[src/rtl/encode_pkg.sv]
// Shared definitions for the index encode/decode blocks.
package encode_pkg;

  // Default mask width, shared with priority_encode.
  localparam int unsigned ENC_DEFAULT_N = 255;

  typedef enum logic {
    ACCUM = 1'b0,
    EMIT  = 1'b1
  } idx_dec_state_t;

endpackage : encode_pkg

[src/rtl/onehot_decode.sv]
// Combinational index-to-one-hot decoder with out-of-range flag.
module onehot_decode
  import encode_pkg::*;
#(
  parameter  int unsigned N = ENC_DEFAULT_N,
  localparam int unsigned W = $clog2(N)
) (
  input  logic         en,
  input  logic [W-1:0] idx,
  output logic [N-1:0] onehot,
  output logic         oor
);

  localparam logic [W:0] N_LIM = (W+1)'(N);

  logic idx_oor;

  assign idx_oor = ({1'b0, idx} >= N_LIM);
  assign oor     = en && idx_oor;

  // One bit per legal index; all-zero when disabled or out of range.
  always_comb begin
    onehot = '0;
    for (int unsigned i = 0; i < N; i++) begin
      onehot[i] = en && !idx_oor && (idx == W'(i));
    end
  end

endmodule : onehot_decode

[src/rtl/index_decode.sv]
// Accumulates a stream of bit indices into an N-bit mask per frame and
// emits mask, distinct count and error flags on the frame's last beat.
module index_decode
  import encode_pkg::*;
#(
  parameter  int unsigned N  = ENC_DEFAULT_N,
  localparam int unsigned W  = $clog2(N),
  localparam int unsigned CW = $clog2(N + 1)
) (
  input  logic          clk,
  input  logic          rst_n,
  input  logic          in_valid,
  output logic          in_ready,
  input  logic [W-1:0]  in_idx,
  input  logic          in_last,
  output logic          out_valid,
  input  logic          out_ready,
  output logic [N-1:0]  out_mask,
  output logic [CW-1:0] out_count,
  output logic          out_err,
  output logic          out_dup
);

  idx_dec_state_t state_q, state_d;
  logic [N-1:0]   mask_q, mask_d;
  logic [CW-1:0]  count_q, count_d;
  logic           err_q, err_d;
  logic           dup_q, dup_d;

  logic           accept;
  logic [N-1:0]   hit;
  logic           hit_oor;
  logic           hit_dup;

  assign accept  = in_valid && (state_q == ACCUM);
  assign hit_dup = |(hit & mask_q);

  onehot_decode #(.N(N)) u_onehot (
    .en     (accept),
    .idx    (in_idx),
    .onehot (hit),
    .oor    (hit_oor)
  );

  // Next-state and accumulator update.
  always_comb begin
    state_d = state_q;
    mask_d  = mask_q;
    count_d = count_q;
    err_d   = err_q;
    dup_d   = dup_q;
    unique case (state_q)
      ACCUM: begin
        if (accept) begin
          if (hit_oor) begin
            err_d = 1'b1;
          end else if (hit_dup) begin
            dup_d = 1'b1;
          end else begin
            mask_d  = mask_q | hit;
            count_d = count_q + CW'(1);
          end
          if (in_last) begin
            state_d = EMIT;
          end
        end
      end
      EMIT: begin
        if (out_ready) begin
          state_d = ACCUM;
          mask_d  = '0;
          count_d = '0;
          err_d   = 1'b0;
          dup_d   = 1'b0;
        end
      end
      default: state_d = ACCUM;
    endcase
  end

  // State and accumulator registers with synchronous active-low reset.
  always_ff @(posedge clk) begin
    if (!rst_n) begin
      state_q <= ACCUM;
      mask_q  <= '0;
      count_q <= '0;
      err_q   <= 1'b0;
      dup_q   <= 1'b0;
    end else begin
      state_q <= state_d;
      mask_q  <= mask_d;
      count_q <= count_d;
      err_q   <= err_d;
      dup_q   <= dup_d;
    end
  end

  // Handshake flags decode the registered state only; no path from out_ready.
  assign in_ready  = (state_q == ACCUM);
  assign out_valid = (state_q == EMIT);
  assign out_mask  = mask_q;
  assign out_count = count_q;
  assign out_err   = err_q;
  assign out_dup   = dup_q;

endmodule : index_decode

[config.mk]
export PLATFORM = sky130hd
export DESIGN_NAME = index_decode
export DESIGN_NICKNAME = d
export VERILOG_FILES = /design/src/rtl/encode_pkg.sv /design/src/rtl/onehot_decode.sv /design/src/rtl/index_decode.sv
export SDC_FILE = /design/constraint.sdc
export NUM_CORES = 1
export LEC_CHECK = 0
export BUFFER_PORTS_ARGS = -buffer_cell sky130_fd_sc_hd__buf_2
export CORE_MARGIN = 1.5
export CORE_UTILIZATION = 36
export CTS_CLUSTER_DIAMETER = 30
export DETAILED_ROUTE_END_ITERATION = 6
export HOLD_SLACK_MARGIN = 0.08
export PLACE_DENSITY = 0.66
export SYNTH_ARGS = -nofsm -noshare
export SYNTH_HDL_FRONTEND = slang
export SYNTH_SLANG_ARGS = --single-unit
[constraint.sdc]
create_clock -name clk -period 4.8 [get_ports clk]
set_input_delay 1.2 -clock clk [delete_from_list [all_inputs] [get_ports clk]]
set_output_delay 1.2 -clock clk [all_outputs]
set_load 0.01 [all_outputs]
==> impl_summary.log, run 1 <==
[metrics] highest cell delay on the worst timing path: 0.71 ns
[metrics] VDD IR max: between 0.2 and 0.3 mV
[metrics] first-pass GRT wire length: between 80000 and 90000 um
[metrics] number of rows created at floorplan: 67
[metrics] most used flip-flop cell after synthesis: dfxtp_1
[metrics] count of buffers from port buffering: roughly 280
[metrics] routed vias: between 10k and 15k
[metrics] proportion of total power due to net switching: approximately a quarter
[metrics] cell count after placement: around 2.1k
[metrics] TritonCTS clock tree: yes
[metrics] Resized cells post-CTS: 0
[metrics] final hold violation count: 0
[metrics] ANT nets after route: 0
[metrics] post-synthesis area per instance: between 8 and 9 um2
[metrics] cell internal pwr: a little over 5 mW
[metrics] dominant cell type by count on the critical path: buf_4
[metrics] Layout fillers: ~3.2k
[metrics] total core area: 33500 um2
[metrics] Pwr per Cell Area: 395 nW/um2
[metrics] H-tree depth: 2
[metrics] post-synthesis cell count: 1384
[metrics] kind of end point of the critical path: register
[metrics] peak clock frequency supported by timing: about 230 MHz
[metrics] setup total negative slack: 0 ns
[metrics] clock sinks: about 270
[metrics] library cell used as clock root buffer: clkbuf_16
[metrics] part of the total power dissipated in combinational logic: roughly 6%
[metrics] Netlist cell types: 79
[metrics] Final setup viols: 0
[metrics] sequential element share of the synthesized area: approximately 43%
[metrics] final clock skew: around 0.025 ns
[metrics] CTS Hold Bufs: 0
[metrics] Synth Net Count: approximately 1.4k
[metrics] Yosys reg bits: approximately 270
[metrics] die boundary height: 188 um
[metrics] minimum clock period after layout: 4.33 ns
[metrics] number of flops mapped to enable cells by yosys: 0
[metrics] clock latency at the later pin of the worst-skew pair: slightly below 0.6 ns
[metrics] max-slew headroom at the worst pin: between 20% and 30%
[metrics] clock network power share: between 60% and 70%
[metrics] Slew Limit Fails: 0
[metrics] width of the die: roughly 190 um
[metrics] synthesis-to-finish area growth: 37.3%
[metrics] initial standard-cell utilization of the core: approximately 37%
[metrics] share of flip-flops with an asynchronous set or reset: 0%
[metrics] Post-CTS Setup Inserts: 0
[metrics] pin count of the biggest net entering global routing: roughly 150
[metrics] GPL Wtd Cong: between 1 and 1.5
[metrics] register share of total power: approximately a third
[metrics] total half-perimeter wirelength after legalization and detailed placement: about 47000 um
[metrics] global route total overflow: 0
[metrics] number of global-route vias before repair: between 10k and 15k
[metrics] CP cell instances: buf_2, buf_12, buf_4, buf_4, nor3b_1, o21ai_0, a21oi_1, a2111oi_0, nand4_1, nor4_4, nand3_1, buf_4, or2_1, buf_12, o21ai_0
[metrics] Net Sw Power: 1.64 mW
[metrics] Routed WL per cell: approximately 28 um
[metrics] Worst path top cell family by delay: compound AO/OA/AOI/OAI gates
[metrics] clock transition at the registers of the reported paths: ~0.050 ns
[metrics] outcome: finished, final reports clean
[metrics] Post-Place Setup Slack: ~0.064 ns
[metrics] area of the mapped netlist: ~12000 um2
[metrics] Req. time, crit path: between 5 and 6 ns
[metrics] setup repair after global routing missed its margin: false
[metrics] Worst Slack Setup Final: ~0.47 ns
[metrics] final layout net count: between 1.5k and 2k
[metrics] pin slew with the least headroom to its limit: between 1 and 1.5 ns
[metrics] Initial DRC Count: between 1.5k and 2k
[metrics] overall routed net length: about 62000 um
[metrics] number of buffers inserted during clock tree synthesis: 59
[metrics] antenna violations before repair: 3
[metrics] warning count from the yosys run: 0
[metrics] worst setup path category: in2reg
[metrics] overall power: between 6 and 7 mW
[metrics] count of buffering cells on the critical path with inverters included: 6
[metrics] Hold Slack: around 0.47 ns
[metrics] cell with the biggest individual delay on the critical path: a2111oi_0
[metrics] peak fanout along the critical path: 36
[metrics] proportion of layout cells with a drive suffix above 1: ~37%
[metrics] final cell count without fillers: roughly 2.2k
[metrics] critical path arrival: roughly 4.8 ns
[metrics] max-capacitance violation count: 0
[metrics] Static Leak: roughly 7.0 nW
[metrics] residual DRC count: 0
[metrics] Hold Crit Class: reg2reg
[metrics] top-level I/O count: between 200 and 300
[metrics] largest buffer count on any clock path: 3
[metrics] total die area: 35200 um2
[metrics] fin crit share: between 90% and 100%
[metrics] Vias/cell: between 6 and 7
[metrics] startpoint type of the worst setup path: input port
[metrics] detailed-router iteration count before antenna repair: 5
[metrics] Total Routing Usage GR: between 30% and 40%
cells by family (layout without fill, tap and decap cells):
| logic type | Yosys count | in the layout | synth area share, % |
|---|---|---|---|
| AOI/OAI and AO/OA | 393 | 393 | 24.4 |
| xor gates and xnor gates | 2 | 2 | 0.143 |
| adders and majority gates | 1 | 1 | 0.102 |
| buffers and inverters | 146 | 526 | 5.68 |
| DFF | 266 | 266 | 43.4 |
| muxes | 44 | 44 | 3.93 |
| other | 0 | 1 | 0 |
| and+or+nand+nor | 532 | 532 | 22.4 |
sequential cells by signal (all words and copies together) (netlist names):
register and flops:
out_mask 255, out_count 8, out_dup 1, out_err 1
out_valid 1
final timing paths:
path            startpoint            end  slack (ns)  cells past startpoint
max              in_idx[4]  out_mask[109]        0.47                     15
min          out_mask[186]  out_mask[186]        0.47                      2
max reg2reg      out_valid  out_mask[109]        0.98                     13
min reg2reg  out_mask[186]  out_mask[186]        0.47                      2
per-layer routing:
layer | share of wire (%) | routed length, um | track usage, % | vias up
met4 | 4.1 | 2550 | 14.1 | 2
met3 | 8.8 | 5500 | 5.61 | 132
met5 | 0.021 | 13 | 0 | -
met2 | 44 | 27600 | 53.1 | 853
met1 | 43 | 26700 | 47.5 | 6559
li1 | - | - | - | 5813
worst min-delay path, cell delays in order, from the launching register on:
cell     delay (ns)
dfxtp_1        0.31
nand2_1        0.07
o21ai_2        0.04
area by class of cell:
| type | instances | area, um2 | share of cell area (%) |
|---|---|---|---|
| multi-input cells | 972 | 6310 | 37.4 |
| flip-flops and latches | 266 | 5330 | 31.6 |
| repair buffers | 410 | 2620 | 15.5 |
| clock buffers | 73 | 1640 | 9.73 |
| well taps | 448 | 561 | 3.32 |
| clock inverters | 37 | 389 | 2.31 |
| inverters | 6 | 22.5 | 0.134 |
| diodes | 1 | 2.50 | 0.0148 |
power groups by stage:
stage	Clock, mW	Combinational, mW	Sequential (mW)
after floorplan	0	0.211	2.27
after global placement	0	0.391	2.27
after detailed placement	0	0.391	2.27
after CTS	4.04	0.392	2.23
after global routing	4.17	0.420	2.23
final	4.03	0.407	2.23
per-stage QoR:
step	cell area [um2]	util, %
after floorplan	12300	-
after global placement	14800	44.2
after detailed placement	14800	44.2
after CTS	16900	50.3
after global routing	16900	50.3
final	16900	50.3
synthesized netlist by cell type, drive strengths merged, types with 16 or more instances:
| cell | n | share of area (%) |
|---|---|---|
| mux2 | 24 | 2.2 |
| o31ai | 45 | 3.2 |
| buf | 61 | 3.1 |
| and3 | 19 | 0.97 |
| nor2 | 38 | 1.2 |
| o21ai | 152 | 8.3 |
| nor3 | 16 | 0.65 |
| a32o | 23 | 1.9 |
| nand2 | 244 | 7.5 |
| nor2b | 22 | 1.1 |
| nand3 | 63 | 2.7 |
| clkbuf | 79 | 2.4 |
| a21oi | 27 | 1.1 |
| a22o | 54 | 3.9 |
| mux2i | 19 | 1.5 |
| dfxtp | 266 | 43 |
| nand4 | 34 | 1.7 |
cell usage in the layout (no fill, tap or decap), types with 21 or more instances in the layout:
cell type and instances:
nor2b_1 21, a32o_1 23, o31ai_1 35, clkbuf_16 60
buf_2 279, nand4_1 34, nor2_1 36, a21oi_1 27
buf_4 112, mux2_2 22, dfxtp_1 266, o21ai_0 80
o21ai_2 70, nand3_1 61, a22o_1 54, nand2_1 244
Power figures use the tool's default switching activity.
==> inputs of run 2 (changes only) <==
Settings changed: CORE_UTILIZATION 36 to 43, CTS_CLUSTER_SIZE set to 28, PLACE_DENSITY 0.66 to 0.74, SYNTH_HIERARCHICAL set to 1.
==> run 2 against run 1 <==
Compared with the run above: non-clock buffer count up 28; largest power group unchanged; highest routed layer is now met4; clock power up 3%; core utilization up 9.3 points.
==> impl_summary.log, run 2 <==
[metrics] outcome: finished, final reports clean
[metrics] peak-usage layer in the global routing report: met2
[metrics] H-tree depth: 2
[metrics] cell with the most instances after synthesis: dfxtp_1
[metrics] post-synthesis cell count: 1484
[metrics] critical path arrival: ~5.1 ns
[metrics] CP cell instances: buf_2, nor2b_1, or3b_2, buf_12, nor3_1, a22o_1, a221oi_1, nand4_1, or4_1, buf_4, nor4_2, buf_4, buf_12, a32oi_1, nor2_1
[metrics] Initial DRC Count: 2158
[metrics] width of the die: 177 um
[metrics] highest-count cells in the layout ignoring fill and taps: buf_2, dfxtp_1, nor2_1
[metrics] kind of end point of the critical path: register
[metrics] Post-CTS Setup Inserts: 0
[metrics] sequential element share of the synthesized area: about two fifths
[metrics] routed vias: 15.2k
[metrics] library cell used as clock root buffer: clkbuf_16
[metrics] Worst Slack Setup Final: approximately 0.16 ns
[metrics] Layout fillers: about 2.6k
[metrics] peak fanout along the critical path: 46
[metrics] final hold violation count: 0
[metrics] met2 GRT Util: a little under three fifths
[metrics] top-level I/O count: 280
[metrics] most numerous cell types in the synthesized netlist: dfxtp_1, nor2_1, a32oi_1
[metrics] pin slew with the least headroom to its limit: 0.940 ns
[metrics] Vias/cell: 6.88
[metrics] Synth Net Count: roughly 1.5k
[metrics] final clock skew: between 0.015 and 0.02 ns
[metrics] Worst path top cell family by delay: simple AND/OR/NAND/NOR gates
[metrics] worst setup path category: in2reg
[metrics] share of the synthesized area in the top cell type: 41.0%
[metrics] total half-perimeter wirelength after legalization and detailed placement: between 40000 and 50000 um
[metrics] number of buffers inserted during clock tree synthesis: 60
[metrics] number of flops mapped to enable cells by yosys: 0
[metrics] leading cell type in the layout, fill and taps excluded: buf_2
[metrics] final layout net count: ~1.8k
[metrics] detailed-router iteration count before antenna repair: 7
[metrics] Hold Crit Class: reg2reg
[metrics] clock latency at the later pin of the worst-skew pair: slightly below 0.6 ns
[metrics] global route total overflow: 0
[metrics] synthesis-to-finish area growth: 36.3%
[metrics] number of flip-flops in the largest register: ~260
[metrics] area of the mapped netlist: ~13000 um2
[metrics] first-pass GRT wire length: 87700 um
[metrics] VDD IR max: between 0.2 and 0.3 mV
[metrics] setup repair after global routing missed its margin: false
[metrics] largest buffer count on any clock path: 3
[metrics] Hold Slack: between 0.4 and 0.5 ns
[metrics] cells taking the most area after synthesis: dfxtp_1, a32oi_1, nor2_1
[metrics] Pwr per Cell Area: ~380 nW/um2
[metrics] Final setup viols: 0
[metrics] Netlist cell types: about 50
[metrics] fin crit share: between 90% and 100%
[metrics] max-slew headroom at the worst pin: between 30% and 40%
[metrics] largest area contributor in the synthesized netlist: dfxtp_1
[metrics] proportion of layout cells with a drive suffix above 1: 33.8%
[metrics] met1 routing resource usage after global routing: a little under 50%
[metrics] Routed WL per cell: approximately 27 um
[metrics] die boundary height: around 180 um
[metrics] Yosys reg bits: 266
[metrics] startpoint type of the worst setup path: input port
[metrics] Slew Limit Fails: 0
[metrics] highest cell delay on the worst timing path: between 0.6 and 0.7 ns
[metrics] Resized cells post-CTS: 0
[metrics] Total Routing Usage GR: 36.7%
[metrics] minimum clock period after layout: 4.64 ns
[metrics] max-capacitance violation count: 0
[metrics] total die area: between 30000 and 40000 um2
[metrics] clock transition at the registers of the reported paths: 0.05 ns
[metrics] warning count from the yosys run: 6
[metrics] number of global-route vias before repair: approximately 14k
[metrics] total core area: a little under 30000 um2
[metrics] count of buffering cells on the critical path with inverters included: 5
[metrics] TritonCTS clock tree: yes
[metrics] overall routed net length: between 50000 and 60000 um
[metrics] share of flip-flops with an asynchronous set or reset: 0%
[metrics] diode count: 0
[metrics] setup total negative slack: 0 ns
[metrics] count of buffers from port buffering: between 200 and 300
[metrics] post-synthesis area per instance: ~8.8 um2
[metrics] number of rows created at floorplan: 63
[metrics] Req. time, crit path: approximately 5.3 ns
[metrics] overall power: around 6.8 mW
[metrics] residual DRC count: 0
[metrics] clock sinks: 266
[metrics] antenna violations before repair: 0
[metrics] pin count of the biggest net entering global routing: 146
[metrics] Static Leak: between 6 and 7 nW
[metrics] peak clock frequency supported by timing: ~220 MHz
[metrics] most used flip-flop cell after synthesis: dfxtp_1
[metrics] ANT nets after route: 0
[metrics] Post-Route Utilization: 59.6%
[metrics] met3 routing resource usage after global routing: between 6 and 7%
[metrics] Post-Place Setup Slack: -0.284 ns
[metrics] cell with the biggest individual delay on the critical path: or4_1
[metrics] CTS Hold Bufs: 0
[metrics] GPL Wtd Cong: slightly below 1
[metrics] initial standard-cell utilization of the core: between 40% and 50%
## run 2: cell type report
class                   instances  area [um2]  area share (%)
clock buffers                  76        1670            9.45
clock inverters                37         398            2.25
inverters                       4        22.5           0.127
multi-input cells            1005        6760            38.2
flip-flops and latches        266        5330            30.1
well taps                     390         488            2.76
repair buffers                438        3040            17.2
## run 2: per-layer routing
metal | wire length, um | up-vias
met1 | 22900 | 7327
met5 | 0 | -
li1 | - | 6487
met3 | 6690 | 214
met4 | 3890 | 0
met2 | 26000 | 1210
## run 2: path summary, 6_finish.rpt
kind / cells after the start / slack, ns / startpoint / endpoint
setup / recovery: 15 / 0.16 / in_valid / out_mask[254]
hold / removal: 2 / 0.45 / out_dup / out_dup
setup reg to reg: 14 / 0.44 / out_valid / out_mask[254]
hold reg to reg: 2 / 0.45 / out_dup / out_dup
## run 2: cell families (layout without fill, tap and decap cells)
family / Yosys count / count (layout) / synth area share, %
AOI/OAI and AO/OA: 401 / 401 / 27.0
adders and majority gates: 1 / 1 / 0.0963
buffers and inverters: 213 / 555 / 7.25
DFF: 266 / 266 / 41.0
and+or+nand+nor: 603 / 603 / 24.7
## run 2: power by group
group | switching [mW] | internal [mW] | total [mW]
clock | 1.40 | 2.75 | 4.14
combinational | 0.286 | 0.103 | 0.389
sequential | 0.00502 | 2.22 | 2.22
total | 1.69 | 5.07 | 6.75
## run 2: worst reg2reg max path, delay by kind of cell (launching register included)
kind | cells | cell delay [ns]
compound gates | 3 | 0.93
buf+inv | 4 | 0.85
flops | 1 | 0.47
simple gates | 7 | 2.02
## run 2: through the flow
step / area [um2] / instances
final: 17700 / 2216
after global routing: 17700 / 2216
after CTS: 17700 / 2216
after detailed placement: 15600 / 2103
after global placement: 15600 / 2103
after floorplan: 13000 / 1484
==> inputs of run 3 (changes only) <==
Settings changed: HOLD_SLACK_MARGIN 0.08 to 0.06, REMOVE_ABC_BUFFERS set to 1.
==> run 3 against run 2 <==
Compared with the run above: flip-flop and latch count unchanged; power shrank 7.6%; global-route usage fell by 5.9 points; sequential power hardly changed; critical endpoint is now out_mask[150]; critical path type unchanged; first-iteration DRC count shrank 11%.
==> impl_summary.log, run 3 (synthesized netlist as in run 2, its figures left out) <==
[metrics] outcome: finished, final reports clean
[metrics] Total Routing Usage GR: between 30% and 40%
[metrics] initial standard-cell utilization of the core: a little over two fifths
[metrics] number of flip-flops in the largest register: roughly 260
[metrics] final cell count without fillers: about 2.1k
[metrics] peak fanout along the critical path: between 40 and 50
[metrics] top-level I/O count: 280
[metrics] number of buffers inserted during clock tree synthesis: 54
[metrics] cell count after placement: ~2.0k
[metrics] max-capacitance violation count: 0
[metrics] highest-count cells in the layout ignoring fill and taps: buf_2, dfxtp_1, nor2_1
[metrics] routed vias: approximately 14k
[metrics] total half-perimeter wirelength after legalization and detailed placement: ~33000 um
[metrics] Critical R2R Capture: out_mask[150]
[metrics] cell count of the worst hold path: 2
[metrics] Static Leak: between 6 and 7 nW
[metrics] TritonCTS clock tree: yes
[metrics] total die area: ~31000 um2
[metrics] max-slew headroom at the worst pin: 18.0%
[metrics] antenna violations before repair: 3
[metrics] register-to-register setup slack: between 0.7 and 0.8 ns
[metrics] Hold Crit Class: reg2reg
[metrics] Routed WL per cell: around 24 um
[metrics] worst setup path category: in2reg
[metrics] minimum clock period after layout: approximately 4.4 ns
[metrics] crit path from: in_valid
[metrics] clock latency at the later pin of the worst-skew pair: approximately 0.56 ns
[metrics] largest buffer count on any clock path: 3
[metrics] clock transition at the registers of the reported paths: roughly 0.050 ns
[metrics] peak clock frequency supported by timing: 228 MHz
[metrics] fin crit share: roughly 90%
[metrics] number of rows created at floorplan: 63
[metrics] Post-CTS Setup Inserts: 0
[metrics] residual DRC count: 0
[metrics] global route total overflow: 0
[metrics] CTS Hold Bufs: 0
[metrics] die boundary height: around 180 um
[metrics] overall power: 6.24 mW
[metrics] leading cell type in the layout, fill and taps excluded: buf_2
[metrics] final layout net count: between 1.5k and 2k
[metrics] Final setup viols: 0
[metrics] critical path arrival: between 4 and 5 ns
[metrics] pin count of the biggest net entering global routing: 170
[metrics] final hold violation count: 0
[metrics] Resized cells post-CTS: 0
[metrics] Vias/cell: about 6.8
[metrics] Hold Slack: approximately 0.46 ns
[metrics] count of buffers from port buffering: 279
[metrics] clock sinks: 266
[metrics] setup repair after global routing missed its margin: false
[metrics] ANT nets after route: 0
[metrics] Req. time, crit path: around 5.3 ns
[metrics] VDD IR max: 0.257 mV
[metrics] Crit Reg-Reg Startpoint: out_valid
[metrics] final clock skew: about 0.028 ns
[metrics] critical path capture point: out_mask[150]
[metrics] overall routed net length: slightly above 50000 um
[metrics] GPL Wtd Cong: 0.876
[metrics] worst reg-to-reg path cell count: 14
[metrics] Pwr per Cell Area: about 370 nW/um2
[metrics] total core area: between 20000 and 30000 um2
[metrics] first-pass GRT wire length: about 76000 um
[metrics] kind of end point of the critical path: register
[metrics] Slew Limit Fails: 0
[metrics] library cell used as clock root buffer: clkbuf_16
[metrics] width of the die: 177 um
[metrics] proportion of layout cells with a drive suffix above 1: a little under a third
[metrics] synthesis-to-finish area growth: 30.1%
[metrics] detailed-router iteration count before antenna repair: 6
[metrics] startpoint type of the worst setup path: input port
[metrics] number of global-route vias before repair: 13.0k
[metrics] pin slew with the least headroom to its limit: 1.23 ns
[metrics] H-tree depth: 2
[metrics] Initial DRC Count: between 1.5k and 2k
run 3: critical path: stages:
cell      delay [ns]
buf_2           0.11
nor2b_1         0.21
nand3b_1        0.24
buf_12          0.23
buf_4           0.18
nor3_1          0.08
a221oi_1        0.47
nand4_1         0.23
or4_1           0.58
buf_4           0.15
nor4_2          0.31
buf_4           0.28
buf_12          0.24
a32oi_1         0.14
nor2_1          0.16
run 3: worst min path at each step:
stage               startpoint  slack, ns       to
floorplan              out_dup       0.48  out_dup
global placement       out_dup       0.45  out_dup
detailed placement     out_dup       0.46  out_dup
CTS                    out_dup       0.46  out_dup
global route           out_dup       0.48  out_dup
finish                 out_dup       0.46  out_dup
run 3: power by group:
group	total, mW	leakage (nW)	internal [mW]	switching [mW]
logic	0.355	3.47	0.0831	0.272
clock network	3.66	0.866	2.45	1.21
registers	2.22	2.14	2.22	0.00471
run 3: cell type report:
cell class | instances | area [um2]
fillers | 2566 | 12800
multi-input cells | 1005 | 6760
flip-flops and latches | 266 | 5330
repair buffers | 372 | 2510
clock buffers | 71 | 1510
well taps | 390 | 488
clock inverters | 26 | 294
inverters | 4 | 22.5
diodes | 3 | 7.51
run 3: layer usage:
metal / track usage (%) / wire (um) / share of wire, % / up-vias
met3: 8.25 / 6490 / 13 / 150
li1: - / - / - / 6335
met5: 0 / 13 / 0.026 / -
met1: 42.8 / 20400 / 40 / 6957
met4: 13.6 / 1970 / 3.9 / 2
met2: 44.5 / 22000 / 43 / 1047
run 3: through the flow:
stage               setup WS [ns]  cell area (um2)  utilization, %   TNS, ns
finish                      0.419            16900            56.9         0
CTS                         0.493            16900            56.9         0
detailed placement        -0.0498            15100            50.8    -0.387
global placement          -0.0735            15100            50.8     -4.70
floorplan                  -19.31            12100               -  -4937.95
global route                0.262            16900            56.9         0
